<file path="config.mk">
export PLATFORM = sky130hd
export DESIGN_NAME = turbo_encoder_blk_flat
export DESIGN_NICKNAME = d
export VERILOG_FILES = /design/src/rtl/turbo_encoder_blk_if.sv /design/src/rtl/turbo_encoder_blk.sv /design/src/flat_wrapper.sv
export SDC_FILE = /design/constraint.sdc
export NUM_CORES = 1
export LEC_CHECK = 0
export CORE_MARGIN = 2
export CORE_UTILIZATION = 30
export CTS_CLUSTER_SIZE = 10
export DETAILED_ROUTE_END_ITERATION = 7
export HOLD_SLACK_MARGIN = 0.02
export PLACE_DENSITY = 0.52
export SYNTH_ARGS = -nofsm -noshare
export SYNTH_HDL_FRONTEND = slang
export SYNTH_SLANG_ARGS = --single-unit
</file>
<file path="constraint.sdc">
create_clock -name clk -period 7.5 [get_ports clk]
set_input_delay 1.875 -clock clk [delete_from_list [all_inputs] [get_ports clk]]
set_output_delay 1.875 -clock clk [all_outputs]
set_load 0.02 [all_outputs]
</file>
<file path="src/rtl/turbo_encoder_blk_if.sv">
// ---------------------------------------------------------------------------
// turbo_encoder_blk_if
//   Handshake bundle for the block turbo encoder.
//   Input side : in_valid / in_ready / in_bit      (serial information bits)
//   Output side: out_valid / out_ready / out_data  (one {sys,p1,p2} symbol
//                per transfer) plus out_tail / out_last markers
//   Status     : busy (encoder is not in its LOAD phase)
//   Modports   : master = bit source + downstream consumer (testbench side)
//                slave  = encoder
// ---------------------------------------------------------------------------
interface turbo_encoder_blk_if;
  logic       in_valid;
  logic       in_ready;
  logic       in_bit;
  logic       out_valid;
  logic       out_ready;
  logic [2:0] out_data;
  logic       out_tail;
  logic       out_last;
  logic       busy;

  modport master (
    output in_valid, in_bit, out_ready,
    input  in_ready, out_valid, out_data, out_tail, out_last, busy
  );

  modport slave (
    input  in_valid, in_bit, out_ready,
    output in_ready, out_valid, out_data, out_tail, out_last, busy
  );
endinterface

</file>
<file path="src/rtl/turbo_encoder_blk.sv">
// ---------------------------------------------------------------------------
// turbo_encoder_blk
//   Rate-1/3 parallel-concatenated convolutional (turbo) encoder with a
//   K-bit block buffer. A block of K bits is loaded serially, then K symbols
//   {sys, p1, p2} are emitted, followed by 3 termination symbols for RSC1 and
//   3 for RSC2 (K+6 symbols per block). RSC2 is fed with the QPP-interleaved
//   sequence buf[pi(i)], pi(i) = (F1*i + F2*i*i) mod K, generated
//   incrementally without a multiplier.
//
//   Optional feature macro: TURBO_PUNCT_EN
//     defined   -> rate-1/2 puncturing of data symbols: {sys, p, 0} with
//                  p = z1 for even i, z2 for odd i; tail symbols unchanged.
//     undefined -> plain rate-1/3 output.
//
//   Ports:
//     clk  : clock
//     rst  : synchronous, active-low reset
//     bus  : turbo_encoder_blk_if.slave
//              in_valid/in_ready/in_bit   - serial bit input
//              out_valid/out_ready        - output handshake
//              out_data                   - {sys, p1, p2}, MSB = sys
//              out_tail                   - symbol is a termination symbol
//              out_last                   - final symbol of the block
//              busy                       - high outside the LOAD phase
//
//   Parameters: K (block length, >= 8), F1, F2 (QPP coefficients).
// ---------------------------------------------------------------------------
module turbo_encoder_blk #(
  parameter int K  = 40,
  parameter int F1 = 3,
  parameter int F2 = 10
) (
  input  logic                clk,
  input  logic                rst,
  turbo_encoder_blk_if.slave  bus
);

  localparam int AW = $clog2(K);

  // Constant increments of the QPP recurrence, pre-reduced mod K so every
  // runtime step is a single add + conditional subtract.
  localparam int GINIT = (F1 + F2) % K;
  localparam int GSTEP = (2 * F2) % K;

  localparam logic [AW:0]   K_W     = (AW+1)'(K);
  localparam logic [AW:0]   GSTEP_W = (AW+1)'(GSTEP);
  localparam logic [AW-1:0] GINIT_A = AW'(GINIT);
  localparam logic [AW-1:0] LAST_A  = AW'(K - 1);

  typedef enum logic [1:0] {
    LOAD  = 2'd0,
    ENC   = 2'd1,
    TERM1 = 2'd2,
    TERM2 = 2'd3
  } state_t;

  state_t        state_reg;
  logic [AW-1:0] wcnt_reg;
  logic [AW-1:0] icnt_reg;
  logic [AW-1:0] pi_reg;
  logic [AW-1:0] g_reg;
  logic [1:0]    tcnt_reg;
  // RSC states packed as {s3, s2, s1}
  logic [2:0]    rsc1_reg;
  logic [2:0]    rsc2_reg;
  logic          in_ready_reg;
  logic          out_valid_reg;
  logic [2:0]    out_data_reg;
  logic          out_tail_reg;
  logic          out_last_reg;

  // Block buffer. Two independent read addresses (linear and interleaved)
  // are needed every cycle, and one bit per entry is tiny, so reads are
  // asynchronous and the array maps to distributed memory.
  logic buf_mem [K];

  always_ff @(posedge clk) begin
    if (rst && state_reg == LOAD && bus.in_valid && in_ready_reg) begin
      buf_mem[wcnt_reg] <= bus.in_bit;
    end
  end

  // ---------------------------------------------------------------------
  // Datapath: encoder outputs for the current step
  // ---------------------------------------------------------------------
  logic          u1, u2;
  logic          a1, a2;
  logic          z1, z2;
  logic          ut1, ut2;
  logic          zt1, zt2;
  logic [2:0]    enc_data;
  logic [AW:0]   pi_sum, g_sum;
  logic [AW-1:0] pi_next, g_next;
  logic          advance;

  always_comb begin
    u1 = buf_mem[icnt_reg];
    u2 = buf_mem[pi_reg];

    a1 = u1 ^ rsc1_reg[1] ^ rsc1_reg[2];
    z1 = a1 ^ rsc1_reg[0] ^ rsc1_reg[2];
    a2 = u2 ^ rsc2_reg[1] ^ rsc2_reg[2];
    z2 = a2 ^ rsc2_reg[0] ^ rsc2_reg[2];

    // Termination input u = s2^s3 cancels the feedback, so a = 0 and the
    // shift register flushes to zero in three steps.
    ut1 = rsc1_reg[1] ^ rsc1_reg[2];
    zt1 = rsc1_reg[0] ^ rsc1_reg[2];
    ut2 = rsc2_reg[1] ^ rsc2_reg[2];
    zt2 = rsc2_reg[0] ^ rsc2_reg[2];

`ifdef TURBO_PUNCT_EN
    enc_data = {u1, (icnt_reg[0] ? z2 : z1), 1'b0};
`else
    enc_data = {u1, z1, z2};
`endif

    // pi and g are always < K, so one conditional subtract reduces mod K.
    pi_sum  = {1'b0, pi_reg} + {1'b0, g_reg};
    pi_next = (pi_sum >= K_W) ? AW'(pi_sum - K_W) : AW'(pi_sum);
    g_sum   = {1'b0, g_reg} + GSTEP_W;
    g_next  = (g_sum >= K_W) ? AW'(g_sum - K_W) : AW'(g_sum);

    // Single output register: refill whenever it is empty or being drained.
    advance = !out_valid_reg || bus.out_ready;
  end

  // ---------------------------------------------------------------------
  // Control FSM with registered outputs
  // ---------------------------------------------------------------------
  always_ff @(posedge clk) begin
    if (!rst) begin
      state_reg     <= LOAD;
      wcnt_reg      <= '0;
      icnt_reg      <= '0;
      pi_reg        <= '0;
      g_reg         <= '0;
      tcnt_reg      <= '0;
      rsc1_reg      <= '0;
      rsc2_reg      <= '0;
      in_ready_reg  <= 1'b0;
      out_valid_reg <= 1'b0;
      out_data_reg  <= '0;
      out_tail_reg  <= 1'b0;
      out_last_reg  <= 1'b0;
    end else begin
      case (state_reg)
        LOAD: begin
          in_ready_reg <= 1'b1;
          if (bus.in_valid && in_ready_reg) begin
            if (wcnt_reg == LAST_A) begin
              wcnt_reg     <= '0;
              in_ready_reg <= 1'b0;
              icnt_reg     <= '0;
              pi_reg       <= '0;
              g_reg        <= GINIT_A;
              state_reg    <= ENC;
            end else begin
              wcnt_reg <= wcnt_reg + 1'b1;
            end
          end
        end

        ENC: begin
          if (advance) begin
            out_valid_reg <= 1'b1;
            out_data_reg  <= enc_data;
            out_tail_reg  <= 1'b0;
            out_last_reg  <= 1'b0;
            rsc1_reg      <= {rsc1_reg[1], rsc1_reg[0], a1};
            rsc2_reg      <= {rsc2_reg[1], rsc2_reg[0], a2};
            pi_reg        <= pi_next;
            g_reg         <= g_next;
            if (icnt_reg == LAST_A) begin
              icnt_reg  <= '0;
              tcnt_reg  <= '0;
              state_reg <= TERM1;
            end else begin
              icnt_reg <= icnt_reg + 1'b1;
            end
          end
        end

        TERM1: begin
          if (advance) begin
            out_valid_reg <= 1'b1;
            out_data_reg  <= {ut1, zt1, 1'b0};
            out_tail_reg  <= 1'b1;
            out_last_reg  <= 1'b0;
            rsc1_reg      <= {rsc1_reg[1], rsc1_reg[0], 1'b0};
            if (tcnt_reg == 2'd2) begin
              tcnt_reg  <= '0;
              state_reg <= TERM2;
            end else begin
              tcnt_reg <= tcnt_reg + 1'b1;
            end
          end
        end

        TERM2: begin
          // tcnt == 3 means the final symbol is loaded and waiting to drain.
          if (tcnt_reg == 2'd3) begin
            if (bus.out_ready) begin
              out_valid_reg <= 1'b0;
              out_tail_reg  <= 1'b0;
              out_last_reg  <= 1'b0;
              tcnt_reg      <= '0;
              in_ready_reg  <= 1'b1;
              state_reg     <= LOAD;
            end
          end else if (advance) begin
            out_valid_reg <= 1'b1;
            out_data_reg  <= {ut2, 1'b0, zt2};
            out_tail_reg  <= 1'b1;
            out_last_reg  <= (tcnt_reg == 2'd2);
            rsc2_reg      <= {rsc2_reg[1], rsc2_reg[0], 1'b0};
            tcnt_reg      <= tcnt_reg + 1'b1;
          end
        end

        default: state_reg <= LOAD;
      endcase
    end
  end

  assign bus.in_ready  = in_ready_reg;
  assign bus.out_valid = out_valid_reg;
  assign bus.out_data  = out_data_reg;
  assign bus.out_tail  = out_tail_reg;
  assign bus.out_last  = out_last_reg;
  assign bus.busy      = (state_reg != LOAD);

endmodule

</file>
<file path="src/flat_wrapper.sv">
// flat-port wrapper written by rule: the top's interface ports become plain ports
module turbo_encoder_blk_flat 
#(
  parameter int K  = 40,
  parameter int F1 = 3,
  parameter int F2 = 10
)
  (clk, rst, bus_in_valid, bus_in_bit, bus_out_ready, bus_in_ready, bus_out_valid, bus_out_data, bus_out_tail, bus_out_last, bus_busy);
  turbo_encoder_blk_if bus_i ();
  input  logic clk;
  input  logic rst;
  input wire logic [$bits(bus_i.in_valid)-1:0] bus_in_valid;
  input wire logic [$bits(bus_i.in_bit)-1:0] bus_in_bit;
  input wire logic [$bits(bus_i.out_ready)-1:0] bus_out_ready;
  output wire logic [$bits(bus_i.in_ready)-1:0] bus_in_ready;
  output wire logic [$bits(bus_i.out_valid)-1:0] bus_out_valid;
  output wire logic [$bits(bus_i.out_data)-1:0] bus_out_data;
  output wire logic [$bits(bus_i.out_tail)-1:0] bus_out_tail;
  output wire logic [$bits(bus_i.out_last)-1:0] bus_out_last;
  output wire logic [$bits(bus_i.busy)-1:0] bus_busy;
  assign bus_i.in_valid = bus_in_valid;
  assign bus_i.in_bit = bus_in_bit;
  assign bus_i.out_ready = bus_out_ready;
  assign bus_in_ready = bus_i.in_ready;
  assign bus_out_valid = bus_i.out_valid;
  assign bus_out_data = bus_i.out_data;
  assign bus_out_tail = bus_i.out_tail;
  assign bus_out_last = bus_i.out_last;
  assign bus_busy = bus_i.busy;
  turbo_encoder_blk #(.K(K), .F1(F1), .F2(F2)) u_core (.clk(clk), .rst(rst), .bus(bus_i));
endmodule
</file>
==> reports/summary.txt, run 1 <==
outcome = completed
Leak = 1.827 nW
Port Buffers = 12
Final Instance Area = 5454 µm²
relative slew slack = 0.2008
Die W = 130.6 µm
Post-Route WL = 10.57 mm
final RePlAce weighted congestion = 0.8285
Tot Pwr = 0.001066 W
Total Routing Usage GR = 0.1337
fin crit share = 0.5670
drc violations = 0
hold depth = 2
initial antenna violation count = 0
clk sinks = 92
post-synth cell types = 51
CTS tree = done
critical path type = in -> reg
Yosys top cell area share = 0.2498
Inst Count DP = 662
Non-Filler Instances = 678
Mapped Area = 4808 µm²
CP Data Required Time = 7.77 ns
DR vias = 3380
Post-CTS Hold Fix Bufs = 0
core region area = 15770 µm²
clock latency on the worst-skew pair = 0.35 ns
nature of the critical path endpoint = register
final slew viol count = 0
ys async rst share = 0
top-count cell post-synth = nor2_1
Worst-Margin Slew = 1.195 ns
cts bufs inserted = 9
top cells by area, synth = edfxtp_1 (25%), dfxtp_1 (22%), mux4_2 (11%)
Yosys top cell by area = edfxtp_1
IO Count = 13
#FFs+latches synth = 92
Post-synth EDFFs = 40
post-route ant nets = 0
Setup TNS = 0 ns
Gate Count Post-Synth = 458
Mapped Nets = 485
Area after DPL = 5097 µm²
VDD IR max = 141.5 µV
Max Cap Viol = 0
vias per cell = 4.985
area added between synthesis and finish = 13.43%
Hold WC Path Type = reg -> reg
DR iter-0 viols = 249
Detailed Place HPWL = 7.728 mm
filler instances = 1633
post-CTS setup buffers = 0
antenna cells = 0
grt ovf = 0
Cell Rows = 46
final worst path period need = 4.253 ns
clk_skew = 0.006582 ns
Max Freq = 235.1 MHz
DRT Pass-1 Iters = 7
most frequent cells after synthesis = nor2_1 (67), dfxtp_1 (52), edfxtp_1 (40), nand2_1 (39), a21oi_1 (24)
dominant synthesized flop cell = dfxtp_1
Clk pin slew, worst setup/hold paths = 0.07 ns
final hold vios = 0
Final nets = 484
sequential fraction of the synthesis area = 0.4663
largest net degree at the start of global routing = 41
Die Y = 130.6 µm
critical path launch point type = input port
H-tree Lvls = 3
post-cts resize count = 0
RSZ-0062 raised after global routing = false
worst-case clock buffer depth = 2
full die area = 17060 µm²
crit path DAT = 4.52 ns
R2R cell count = 8
first-pass GRT wire length = 17.60 mm
cell at the root of the clock tree = clkbuf_16
Power Dens Cells = 195.5 nW/µm²
number of setup violations in the final report = 0
vias in the first global route = 3342
syn avg cell area = 10.50 µm²
worst-case hold slack = 0.4613 ns
crit-path max FO = 12
DR WL/cell = 15.59 µm
Synth warnings = 0
share of cells above drive strength 1 = 0.09740
Starting Density = 0.3049
per-layer routing:
metal	track usage	wire length (µm)	up-vias
met5	0	0	-
met4	0.03504	116	0
met3	0.02850	311	9
met2	0.2237	5047	50
met1	0.1768	5091	1644
li1	-	-	1677
layout by cell type (no fill, tap or decap), drive strengths merged, types with 2 or more instances in the layout:
master	synthesis	final
a211oi	5	5
a21o	2	2
a21oi	24	24
a221oi	3	3
a22oi	4	4
a311oi	3	3
a31oi	4	4
a32oi	2	2
and2	4	4
and3	2	2
clkbuf	19	12
clkdlybuf4s50	0	12
dfxtp	52	52
edfxtp	40	40
ha	22	22
inv	9	11
mux2i	15	15
mux4	23	23
nand2	39	39
nand2b	8	8
nand3	17	17
nand3b	3	3
nand4	4	4
nor2	67	67
nor2b	2	2
nor3	13	13
nor3b	2	2
o211ai	3	3
o21a	2	2
o21ai	17	17
or2	2	2
or3	5	5
xnor2	9	9
xor2	14	14
area by class of cell:
class,count,area (µm²),share of cell area
inverters,9,33.78,0.006194
clock inverters,4,56.30,0.01032
multi-input cells,332,2424,0.4444
well taps,216,270.3,0.04955
flip-flops and latches,92,2242,0.4111
repair buffers,13,127.6,0.02340
clock buffers,12,300.3,0.05506
kinds of logic (layout without fill, tap and decap cells):
| group | after synthesis | in the layout | synth area share |
|---|---|---|---|
| buf+inv | 34 | 38 | 0.02966 |
| compound gates | 77 | 77 | 0.1017 |
| simple gates | 171 | 171 | 0.1618 |
| xor+xnor | 23 | 23 | 0.04190 |
| mux | 39 | 39 | 0.1413 |
| flops | 92 | 92 | 0.4663 |
| fa+ha+maj | 22 | 22 | 0.05725 |
stage by stage:
| stage | worst slack (ns) | util |
|---|---|---|
| 4_1_cts | 3.240 | 0.3458 |
| 5_1_grt | 3.002 | 0.3458 |
| 3_5_place_dp | 2.872 | 0.3232 |
| 2_1_floorplan | 4.242 | - |
| 3_3_place_gp | 3.018 | 0.3232 |
| 6_report | 3.247 | 0.3458 |
critical path, stage by stage:
cell and delay [ns]:
clkdlybuf4s50_1 0.50, and3_1 0.28, nand3_1 0.19, a22oi_1 0.83, nand4_1 0.27, or3_1 0.40
a21oi_1 0.17
worst paths after layout:
path | startpoint | endpoint | slack (ns)
max | bus_in_valid | register | 3.25
min | u_core.bus.out_last | u_core.bus.out_last | 0.46
max reg2reg | u_core.state_reg[0] | register | 4.45
min reg2reg | u_core.bus.out_last | u_core.bus.out_last | 0.46
power breakdown:
group          total [W]  switching (W)  internal, W
Combinational  0.0000191      0.0000135   0.00000568
Sequential      0.000525     0.00000163     0.000523
Clock           0.000522       0.000200     0.000322
Total            0.00107       0.000215     0.000851
(Power assumes the default switching activity.)
==> run 2, diff against run 1 <==
clock period = 3.95 ns   (was 7.5 ns; I/O delays follow)
==> run 2 against run 1 <==
- first-iteration DRC count is 6.8% lower
- cell count up 0.29%
- worst hold slack barely moved
- via count decreased by 1.0%
- global-route usage shrank 0.12 points
- largest cell class unchanged
- largest power group unchanged
==> reports/summary.txt, run 2 (same netlist as run 1, synthesis figures left out) <==
most common cell after layout, fill and taps aside = nor2_1
relative slew slack = 0.5417
detailed-routing wirelength on met1 = 4.853 mm
clk_skew = 0.006027 ns
final slew viol count = 0
CP max stage delay = 0.50 ns
area added between synthesis and finish = 13.06%
largest net degree at the start of global routing = 33
Worst-Margin Slew = 0.6865 ns
worst-case clock buffer depth = 2
Die W = 130.6 µm
final RePlAce weighted congestion = 0.8396
RSZ-0062 raised after global routing = false
vias in the first global route = 3326
Total Routing Usage GR = 0.1325
grt ovf = 0
Setup TNS = 0 ns
Max Freq = 342.5 MHz
Detailed Place HPWL = 7.566 mm
Highest Signal Layer = met4
commonest cells after routing, fill and taps aside = nor2_1 (67), dfxtp_1 (52), edfxtp_1 (40)
cts bufs inserted = 9
VDD IR max = 257.7 µV
Met2 Wirelength = 5.049 mm
worst-case hold slack = 0.4609 ns
clk sinks = 92
Post-Route WL = 10.46 mm
full die area = 17060 µm²
post-route ant nets = 0
sequential cell area = 2242 µm²
initial antenna violation count = 0
final worst path period need = 2.920 ns
final hold vios = 0
cell at the root of the clock tree = clkbuf_16
clock latency on the worst-skew pair = 0.34 ns
IO Count = 13
Post-CTS Hold Fix Bufs = 0
CP max stage cell = dfxtp_1
fin crit share = 0.7392
core region area = 15770 µm²
DR iter-0 viols = 232
share of cells above drive strength 1 = 0.09914
post-cts resize count = 0
first-pass GRT wire length = 17.38 mm
DR WL/cell = 15.38 µm
DRT Pass-1 Iters = 4
Max Cap Viol = 0
Port Buffers = 12
Leak = 1.823 nW
H-tree Lvls = 3
CTS tree = done
Die Y = 130.6 µm
drc violations = 0
nature of the critical path endpoint = register
area of the multi-input gates = 2424 µm²
critical path launch point type = register
critical path, cell by cell = ha_1, a21o_1, a21oi_1, xnor2_1, ha_1, a21bo_2, a21boi_0, mux2_2, o21ai_0
crit-path max FO = 8
Hold WC Path Type = reg -> reg
DR vias = 3346
critical path type = reg -> reg
Starting Density = 0.3049
outcome = completed
Final nets = 487
CP Data Required Time = 4.18 ns
Clk pin slew, worst setup/hold paths = 0.06 ns
post-CTS setup buffers = 0
antenna cells = 0
Final Util = 0.3447
crit path DAT = 3.15 ns
Power Dens Cells = 360.9 nW/µm²
CP dominant cell by count = ha_1
filler instances = 1610
Cell Rows = 46
Tot Pwr = 0.001962 W
number of setup violations in the final report = 0
vias per cell = 4.921
routed wl met3 = 463 µm
-- run 2: worst paths after layout --
path,end,cells after the start,from,slack [ns]
setup / recovery,register,9,u_core.g_reg[2],1.03
hold reg to reg,u_core.bus.out_last,2,u_core.bus.out_last,0.46
setup reg to reg,register,9,u_core.g_reg[2],1.03
hold / removal,u_core.bus.out_last,2,u_core.bus.out_last,0.46
-- run 2: per-layer routing --
| metal | global-route usage | up-vias |
|---|---|---|
| met1 | 0.1774 | 1616 |
| met4 | 0.02941 | 0 |
| li1 | - | 1675 |
| met3 | 0.03461 | 9 |
| met2 | 0.2172 | 46 |
| met5 | 0 | - |
-- run 2: worst max-delay path: cells and delay by family (launching register included) --
family	cells	cell delay, ns
muxes	1	0.38
xor gates and xnor gates	1	0.20
DFF	1	0.50
AOI/OAI and AO/OA	5	1.17
adders and majority gates	2	0.56
-- run 2: report_power, final --
part,switching [W],internal [W]
logic,0.0000263,0.0000121
registers,0.00000310,0.000993
clock network,0.000359,0.000569
-- run 2: cell type report --
class                           count  share of cell area
Timing Repair Buffer               16             0.02762
Clock buffer                       11             0.04465
Inverter                            9            0.006214
Tap cell                          216             0.04971
Clock inverter                      4             0.01358
Multi-Input combinational cell    332              0.4458
Sequential cell                    92              0.4124
-- run 2: through the flow --
stage | std cells | worst slack, ns | area (µm²)
after floorplan | 458 | 1.429 | 4808
after global placement | 665 | 0.8620 | 5120
after detailed placement | 665 | 0.7910 | 5120
after CTS | 680 | 1.051 | 5436
after global routing | 680 | 0.8118 | 5436
final | 680 | 1.030 | 5436
